$ cat config.mk
export PLATFORM = sky130hd
export DESIGN_NAME = pc_fetch_unit
export DESIGN_NICKNAME = d
export VERILOG_FILES = /design/src/rtl/pc_fetch_unit.sv
export SDC_FILE = /design/constraint.sdc
export NUM_CORES = 1
export LEC_CHECK = 0
export ABC_AREA = 1
export CAP_MARGIN = 20
export CORE_MARGIN = 2
export CORE_UTILIZATION = 40
export DETAILED_ROUTE_END_ITERATION = 8
export HOLD_SLACK_MARGIN = 0.12
export PLACE_DENSITY = 0.82
export SKIP_LAST_GASP = 1
export SYNTH_ARGS = -nofsm -noshare
export SYNTH_HDL_FRONTEND = slang
export SYNTH_SLANG_ARGS = --single-unit
$ cat constraint.sdc
create_clock -name clk -period 1.55 [get_ports clk]
set_input_delay 0.31 -clock clk [delete_from_list [all_inputs] [get_ports clk]]
set_output_delay 0.31 -clock clk [all_outputs]
set_load 0.01 [all_outputs]
$ cat src/rtl/pc_fetch_unit.sv
// IF stage: architectural PC, instruction-memory address and the IF/ID register.
// Redirects from D follow delay-slot semantics; redirects seen during a stall are held until release.
module pc_fetch_unit #(
  parameter logic [31:0] RESET_PC = 32'h0000_3000,
  parameter logic [31:0] IM_BASE  = 32'h0000_3000,
  parameter int          IM_WORDS = 4096
) (
  input  logic        clk,
  input  logic        reset,
  input  logic        stall,
  input  logic        flush,
  input  logic [31:0] flush_target,
  input  logic        redir_valid,
  input  logic [31:0] redir_target,
  output logic [31:0] im_addr,
  input  logic [31:0] im_rdata,
  output logic [31:0] f_pc,
  output logic        redir_pending,
  output logic [31:0] d_instr,
  output logic [31:0] d_pc,
  output logic        d_valid,
  output logic        d_exc
);

  // 33-bit bounds so IM_BASE + 4*IM_WORDS cannot wrap to a small value
  localparam logic [32:0] IM_LO = {1'b0, IM_BASE};
  localparam logic [32:0] IM_HI = {1'b0, IM_BASE} + 33'(4 * IM_WORDS);

  logic [31:0] f_pc_q, f_pc_d;
  logic [31:0] pend_tgt_q, pend_tgt_d;
  logic        pend_q, pend_d;
  logic [31:0] d_instr_q, d_instr_d;
  logic [31:0] d_pc_q, d_pc_d;
  logic        d_valid_q, d_valid_d;
  logic        d_exc_q, d_exc_d;
  logic        fetch_bad;

  assign fetch_bad = (f_pc_q[1:0] != 2'b00) ||
                     ({1'b0, f_pc_q} < IM_LO) ||
                     ({1'b0, f_pc_q} >= IM_HI);

  always_comb begin
    f_pc_d     = f_pc_q;
    pend_tgt_d = pend_tgt_q;
    pend_d     = pend_q;
    d_instr_d  = d_instr_q;
    d_pc_d     = d_pc_q;
    d_valid_d  = d_valid_q;
    d_exc_d    = d_exc_q;
    if (flush) begin
      f_pc_d    = flush_target;
      d_instr_d = 32'h0;
      d_valid_d = 1'b0;
      d_exc_d   = 1'b0;
      pend_d    = 1'b0;
    end else if (stall) begin
      if (redir_valid) begin
        pend_d     = 1'b1;
        pend_tgt_d = redir_target;
      end
    end else begin
      if (redir_valid)  f_pc_d = redir_target;
      else if (pend_q)  f_pc_d = pend_tgt_q;
      else              f_pc_d = f_pc_q + 32'd4;
      pend_d    = 1'b0;
      // the instruction in F always advances: it is the delay slot of any redirect
      d_pc_d    = f_pc_q;
      d_valid_d = 1'b1;
      d_exc_d   = fetch_bad;
      d_instr_d = fetch_bad ? 32'h0 : im_rdata;
    end
  end

  always_ff @(posedge clk) begin
    if (!reset) begin
      f_pc_q     <= RESET_PC;
      pend_tgt_q <= 32'h0;
      pend_q     <= 1'b0;
      d_instr_q  <= 32'h0;
      d_pc_q     <= 32'h0;
      d_valid_q  <= 1'b0;
      d_exc_q    <= 1'b0;
    end else begin
      f_pc_q     <= f_pc_d;
      pend_tgt_q <= pend_tgt_d;
      pend_q     <= pend_d;
      d_instr_q  <= d_instr_d;
      d_pc_q     <= d_pc_d;
      d_valid_q  <= d_valid_d;
      d_exc_q    <= d_exc_d;
    end
  end

  assign im_addr       = f_pc_q;
  assign f_pc          = f_pc_q;
  assign redir_pending = pend_q;
  assign d_instr       = d_instr_q;
  assign d_pc          = d_pc_q;
  assign d_valid       = d_valid_q;
  assign d_exc         = d_exc_q;

endmodule

==> summary.md, run 1 <==
| Metric | Value |
|---|---|
| Final wirelength | 25000 um |
| Count of input and output buffers | 231 |
| Worst R2R Path Depth | 8 |
| Post-Syn Area per Cell | 6.95 um^2 |
| FFs w/ async S/R, synth | 0 |
| Worst R2R Start | f_pc[20] |
| Area grow syn2layout | 61.6% |
| First-pass GRT wire length | 37900 um |
| Max Freq | 618 MHz |
| Routed len/inst | about 17 um |
| Final Skew | 0.00816 ns |
| Setup crit end kind | flop |
| Sequential area share after synthesis | 0.403 |
| Yosys cell types | 36 |
| CTS Buf Count | 17 |
| FF-to-FF setup slack | -0.07 ns |
| Seq pwr share | 0.378 |
| Final core occ | 0.662 |
| Sink Count | between 100 and 150 |
| Met2 Use GR | 0.441 |
| Final worst slack | -0.0676 ns |
| Leak | 4.49 nW |
| DP HPWL | 17800 um |
| Total grt overflow | 0 |
| Cell Area, Synth | 6510 um^2 |
| Reg2reg end | d_instr[11] |
| CTS tree | yes |
| NetSw | 2.46 mW |
| Worst setup path category | reg -> reg |
| Clk slew on worst S/H paths | 0.06 ns |
| GPL Wtd Cong | 0.996 |
| Commonest non-fill, non-tap cells in the layout | 189 x nand2_1, 114 x dlygate4sd2_1, 104 x dfxtp_1 |
| Run status | complete, but fails checks |
| Global Route met1 Usage | 0.343 |
| Crit-path cells | nor4_4 > buf_4 > nand3_4 > nor2_4 > buf_6 > clkbuf_16 > nand2_1 > a21oi_1 |
| Synthesized flop and latch total | roughly 130 |
| Final Hold Vio Count | 0 |
| H-tree depth | 4 |
| I/O Pins | 232 |
| Worst Setup Start Kind | flop |
| Initial antenna violation count | 1 |
| Layout cells sized above 1 | 0.213 |
| Syn_nets | 1040 |
| PD cells | 919 nW/um^2 |
| Met3 Use GR | 0.0559 |
| Clk root buf | clkbuf_16 |
| Post-synthesis cell count | roughly 940 |
| Vias | 7712 |
| Internal | 7.21 mW |
| Power share of the clock group | 0.452 |
| Tot GR Track Use | 0.273 |
| Die width | 132 um |
| Clock Path Buffers | 2 |
| DR pass1 iterations | 6 |
| Net Sw Frac | 0.255 |
| Die footprint | 17300 um^2 |
| Final setup fails | 20 |
| Worst Max-Slew Pin Slew | around 0.35 ns |
| Filler cells | 1297 |
| Largest net degree at the start of global routing | 39 |
| Commonest non-fill, non-tap cell in the layout | nand2_1 |
| FP Rows | 46 |
| Gate power share | 0.169 |
| Core Area | 15900 um^2 |
| Final Net Count | roughly 1.3k |
| Worst hold slack | 0.439 ns |
| Primary FF master, synth | dfxtp_1 |
| CP max stage delay | between 0.3 and 0.4 ns |
| Relative slew margins | 0.769 |
| CP arrival | approximately 2 ns |
| Initial drt markers | 683 |
| Hold path start | im_rdata[14] |
| Worst vdd ir | 0.808 mV |
| Post-layout min period | 1.62 ns |
| Clk_lat worst skew | 0.42 ns |
| Vias per cell | between 5 and 6 |
| Post-route ant nets | 0 |
| Worst min-delay path category | in -> reg |
| Post-synth EDFFs | 0 |
| Synth Warn # | 0 |
| Hold Path Depth | 3 |
| Slowest-stage cell, CP | dfxtp_4 |
| Drt drc | 0 |
| Hold EP | d_instr[14] |
| Worst endpoint required time | 1.90 ns |
| RSZ-0062 raised after global routing | yes |
| Vias in the first global route | 7175 |
| Die Y-Extent | roughly 130 um |
| MaxCap Viol Count | 0 |
| Max Transition Viols Final | 0 |
| GR peak layer | met2 |
| Initial Util | 0.410 |
| Crit-path max FO | 8 |
| Violated checks | negative setup slack |
| Tcrit/Tclk final | 1.04 |
## metal layers
layer | vias to the layer above | part of all wire
li1 | 3625 | -
met1 | 3574 | 0.40
met2 | 423 | 0.47
met3 | 90 | 0.074
met4 | 0 | 0.053
met5 | - | 0
## Yosys cell counts, types with 4 or more instances
cell | count | area, um^2
a21oi_2 | 8 | 70.1
clkbuf_1 | 35 | 131
o211ai_1 | 7 | 52.6
a31oi_1 | 12 | 75.1
buf_4 | 34 | 255
nand3b_1 | 4 | 30.0
nand2_1 | 204 | 766
buf_6 | 4 | 45.0
nand3_2 | 4 | 40.0
nand2_2 | 9 | 56.3
o21ai_0 | 82 | 410
buf_2 | 7 | 35.0
dfxtp_1 | 131 | 2620
a211oi_1 | 17 | 128
inv_1 | 74 | 278
nand3_1 | 50 | 250
nor2_2 | 8 | 50.1
nand4_1 | 7 | 43.8
nor2_4 | 4 | 45.0
a21oi_1 | 102 | 510
o221ai_1 | 4 | 35.0
nor2_1 | 104 | 390
## timing repair
action	in CTS	in global routing
pin swaps	1	19
resized for setup	169	108
gates cloned	1	3
hold buffers	0	0
buffers inserted	0	6
setup endpoints to repair	167	79
## how the worst max path moves through the flow
| stage | from | to | slack [ns] | cells past startpoint |
|---|---|---|---|---|
| after floorplan | f_pc[3] | f_pc[20] | 0.01 | 10 |
| after global placement | stall | d_instr[16] | -0.40 | 9 |
| after detailed placement | stall | d_instr[8] | -0.51 | 9 |
| after CTS | f_pc[20] | d_instr[26] | -0.06 | 7 |
| after global routing | f_pc[19] | d_instr[11] | -0.16 | 9 |
| final | f_pc[20] | d_instr[11] | -0.07 | 8 |
## power by group through the flow
stage	clock, mW	sequential, mW	combinational, mW
finish	4.37	3.66	1.64
global route	4.57	3.67	1.76
CTS	4.41	3.65	1.56
detailed placement	0	3.71	1.66
global placement	0	3.71	1.65
floorplan	0	3.76	0.633
## logic make-up after synthesis
family / share of synthesized area
compound gates: 0.204
xor+xnor: 0.00404
fa+ha+maj: 0.00384
buf+inv: 0.120
flops: 0.403
simple gates: 0.266
## through the flow
| step | cell area [um^2] | cells | setup slack, ns | setup TNS [ns] | power (mW) |
|---|---|---|---|---|---|
| floorplan | 6510 | 937 | 0.0142 | 0 | 4.40 |
| global placement | 9510 | 1403 | -0.399 | -37.27 | 5.36 |
| detailed placement | 9510 | 1403 | -0.511 | -42.27 | 5.37 |
| CTS | 10100 | 1435 | -0.0600 | -0.732 | 9.61 |
| global route | 10500 | 1445 | -0.165 | -4.09 | 10.0 |
| finish | 10500 | 1445 | -0.0676 | -0.517 | 9.67 |
## cell type report
| cell class | count | area, um^2 | area share |
|---|---|---|---|
| clock inverter | 10 | 181 | 0.0172 |
| timing repair buffer | 343 | 3220 | 0.306 |
| inverter | 79 | 302 | 0.0287 |
| antenna | 1 | 2.50 | 0.000238 |
| sequential | 131 | 2680 | 0.254 |
| multi-input combinational | 644 | 3420 | 0.325 |
| tap | 216 | 270 | 0.0257 |
| clock buffer | 21 | 450 | 0.0428 |
## critical path, delay by kind of cell, from the launching register on
family | cells | cell delay, ns
flip-flops | 1 | 0.36
AND/OR/NAND/NOR | 4 | 0.55
AO/OA/AOI/OAI | 1 | 0.13
buffers and inverters | 3 | 0.49
## sequential cells by signal, summed over array words and instances, names as in the netlist
name and cells:
pend_tgt_q 32, d_valid 1, d_instr 32, d_pc 32, f_pc 32, d_exc 1, redir_pending 1
Power figures use the tool's default switching activity.
==> inputs of run 2 (changes only) <==
--- a/config.mk
+++ b/config.mk
@@ -11,7 +11,7 @@
 export CORE_UTILIZATION = 40
 export DETAILED_ROUTE_END_ITERATION = 8
 export HOLD_SLACK_MARGIN = 0.12
-export PLACE_DENSITY = 0.82
+export PLACE_DENSITY = 0.75
 export SKIP_LAST_GASP = 1
 export SYNTH_ARGS = -nofsm -noshare
 export SYNTH_HDL_FRONTEND = slang
==> run 2 against run 1 <==
  * Largest cell class unchanged
  * Register-to-register slack about the same
  * Sequential share of layout area up 0.26 points
  * Clock skew down 0.0023 ns
  * The flow still finishes with violations (negative setup slack)
  * Highest routed layer unchanged
  * Sequential cell count unchanged
  * Worst hold slack worse by 0.0046 ns
  * Clock power down 6.9%
  * First-iteration DRC count down 7.2%
  * Combinational power about the same
  * Cell count down 0.14%
==> summary.md, run 2 (synthesis gave the netlist of run 1 again) <==
| Metric | Value |
|---|---|
| Max Freq | 617 MHz (was 618 MHz) |
| Max Transition Viols Final | 0 (unchanged) |
| Violated checks | negative setup slack (unchanged) |
| Internal | 6.91 mW (was 7.21 mW) |
| Total Power | 9.36 mW (was 9.67 mW) |
| Die width | 132 um (unchanged) |
| Final Net Count | 1319 (unchanged) |
| Area grow syn2layout | 60.5% (was 61.6%) |
| Worst setup path category | reg -> reg (unchanged) |
| Die footprint | 17300 um^2 (unchanged) |
| Total grt overflow | 0 (unchanged) |
| Placed cells | 1407 (was 1403) |
| Run status | complete, but fails checks (unchanged) |
| Tot GR Track Use | 0.276 (was 0.273) |
| Worst Setup Start Kind | flop (unchanged) |
| Drt drc | 0 (unchanged) |
| Clk root buf | clkbuf_16 (unchanged) |
| Initial drt markers | 634 (was 683) |
| Reg2reg end | f_pc[23] (was d_instr[11]) |
| GPL Wtd Cong | 1.01 (was 0.996) |
| Core Area | 15900 um^2 (unchanged) |
| Post-place setup slack | -0.402 ns (was -0.511 ns) |
| Vias per cell | 5.23 (was 5.34) |
| Worst endpoint required time | 1.86 ns (was 1.90 ns) |
| Die Y-Extent | 132 um (unchanged) |
| FF-to-FF setup slack | -0.07 ns (about the same) |
| Relative slew margins | 0.767 (was 0.769) |
| Layout cells sized above 1 | 0.211 (was 0.213) |
| Worst min-delay path category | in -> reg (unchanged) |
| Crit. Startpoint | f_pc[2] (was f_pc[20]) |
| DP HPWL | 17800 um (about the same) |
| Final Hold Vio Count | 0 (unchanged) |
| Tcrit/Tclk final | 1.05 (was 1.04) |
| Sink Count | 131 (unchanged) |
| FP Rows | 46 (unchanged) |
| Seq pwr share | 0.390 (was 0.378) |
| Worst R2R Path Depth | 8 (unchanged) |
| MaxCap Viol Count | 0 (unchanged) |
| Final setup fails | 17 (was 20) |
| Hold EP | d_valid (was d_instr[14]) |
| Crit-path cells | buf_4 > nand3_4 > nor2_4 > nand3_4 > o21ai_0 > nand3_1 > a21oi_1 > nor2_1 (was nor4_4 > buf_4 > nand3_4 > nor2_4 > buf_6 > clkbuf_16 > nand2_1 > a21oi_1) |
| I/O Pins | 232 (unchanged) |
| Crit-path max FO | 6 (was 8) |
| Power share of the clock group | 0.435 (was 0.452) |
| CP max stage delay | 0.36 ns (about the same) |
| First-pass GRT wire length | 38100 um (was 37900 um) |
| Worst Max-Slew Pin Slew | 0.349 ns (was 0.346 ns) |
| RSZ-0062 raised after global routing | yes (unchanged) |
| Slowest-stage cell, CP | dfxtp_2 (was dfxtp_4) |
| Gate power share | 0.175 (was 0.169) |
| Commonest non-fill, non-tap cells in the layout | 189 x nand2_1, 120 x dlygate4sd2_1, 100 x dfxtp_1 (was 189 x nand2_1, 114 x dlygate4sd2_1, 104 x dfxtp_1) |
| Count of input and output buffers | 231 (unchanged) |
| Routed len/inst | 17.0 um (was 17.3 um) |
| Buf/Inv on CP | 1 (was 3) |
| Net Sw Frac | 0.262 (was 0.255) |
| CP arrival | 1.93 ns (was 1.96 ns) |
| DR pass1 iterations | 5 (was 6) |
| Worst vdd ir | 0.801 mV (was 0.808 mV) |
| Largest net degree at the start of global routing | 47 (was 39) |
| Leak | 4.43 nW (was 4.49 nW) |
| Setup crit end kind | flop (unchanged) |
| Worst R2R Start | f_pc[2] (was f_pc[20]) |
| Final wirelength | 24600 um (was 25000 um) |
| Commonest non-fill, non-tap cell in the layout | nand2_1 (unchanged) |
| Vias | 7551 (was 7712) |
| H-tree depth | 4 (unchanged) |
| Antenna cell count | 0 (was 1) |
| Vias in the first global route | 7310 (was 7175) |
| Final Skew | 0.00588 ns (was 0.00816 ns) |
| CTS Buf Count | 17 (unchanged) |
| Post-Layout Inst Area | 10500 um^2 (about the same) |
| Final worst slack | -0.0707 ns (was -0.0676 ns) |
| Clk_lat worst skew | 0.43 ns (was 0.42 ns) |
| Post-route ant nets | 0 (unchanged) |
| Hold Path Depth | 4 (was 3) |
| Initial Util | 0.410 (unchanged) |
| NetSw | 2.46 mW (about the same) |
| CTS tree | yes (unchanged) |
| PD cells | 896 nW/um^2 (was 919 nW/um^2) |
| Final Non-Filler Cells | 1443 (was 1445) |
| Cell family with most CP delay | simple AND/OR/NAND/NOR gates (unchanged) |
| Clk slew on worst S/H paths | 0.06 ns (about the same) |
| Clock Path Buffers | 2 (unchanged) |
| Post-layout min period | 1.62 ns (about the same) |
| Placed cell areas | 9550 um^2 (was 9510 um^2) |
| Cell mode on critical path | nand3_4 |
| WP depth | 8 (unchanged) |
| Hold path start | stall (was im_rdata[14]) |
| Initial antenna violation count | 0 (was 1) |
[run 2: cell count changes in the layout (fill, tap and decap cells not counted), sizes merged]
cell,change
clkdlybuf4s50,+1
clkinvlp,+1
clkinv,+1
dlygate4sd2,+6
clkbuf,-2
diode,-1
bufinv,-2
clkdlybuf4s15,-7
buf,+1
[run 2: power groups by stage]
stage               sequential [mW]  clock [mW]  combinational, mW
floorplan                      3.76           0              0.633
detailed placement             3.70           0               1.68
finish                         3.65        4.07               1.64
CTS                            3.65        4.12               1.58
global route                   3.67        4.26               1.76
global placement               3.70           0               1.67
[run 2: how the worst max path moves through the flow]
stage / endpoint / slack (ns)
2_1_floorplan: f_pc[20] / 0.01
3_3_place_gp: d_pc[10] / -0.33
3_5_place_dp: d_instr[22] / -0.40
4_1_cts: f_pc[13] / -0.25
5_1_grt: f_pc[23] / -0.15
6_report: f_pc[23] / -0.07
[run 2: per-stage QoR]
step | utilization | hold WS (ns) | TNS [ns]
final | 0.658 | 0.435 | -0.436
after CTS | 0.638 | 0.424 | -0.328
after detailed placement | 0.601 | 0.443 | -37.54
after global routing | 0.658 | 0.454 | -1.98
after floorplan | - | 0.425 | 0
after global placement | 0.601 | 0.439 | -33.52
[run 2: layout make-up]
| class | count | area, um^2 |
|---|---|---|
| Fill cell | 1418 | 5430 |
| Multi-Input combinational cell | 644 | 3380 |
| Timing Repair Buffer | 343 | 3220 |
| Sequential cell | 131 | 2690 |
| Clock buffer | 20 | 457 |
| Inverter | 79 | 307 |
| Tap cell | 216 | 270 |
| Clock inverter | 10 | 134 |
[run 2: repair_timing]
action / 4_1_cts / 5_1_grt
setup endpoints to repair: 175 / 73
setup buffers: 2 / 4
resized for setup: 172 / 96
pin swaps: 6 / 23
gates cloned: 1 / 2
hold buffers: 0 / 0
endpoints found under the hold margin: 0 / 0
[run 2: metal layers]
metal / part of all wire / GRT usage
met1: 0.41 / 0.342
met2: 0.48 / 0.451
met3: 0.076 / 0.0613
met4: 0.037 / 0.136
met5: 0 / 0
[run 2: worst register-to-register path, cell delays in order (launching register included)]
cell and delay (ns):
dfxtp_2 0.36, buf_4 0.16, nand3_4 0.08, nor2_4 0.17, nand3_4 0.15, o21ai_0 0.24
nand3_1 0.13, a21oi_1 0.16, nor2_1 0.06
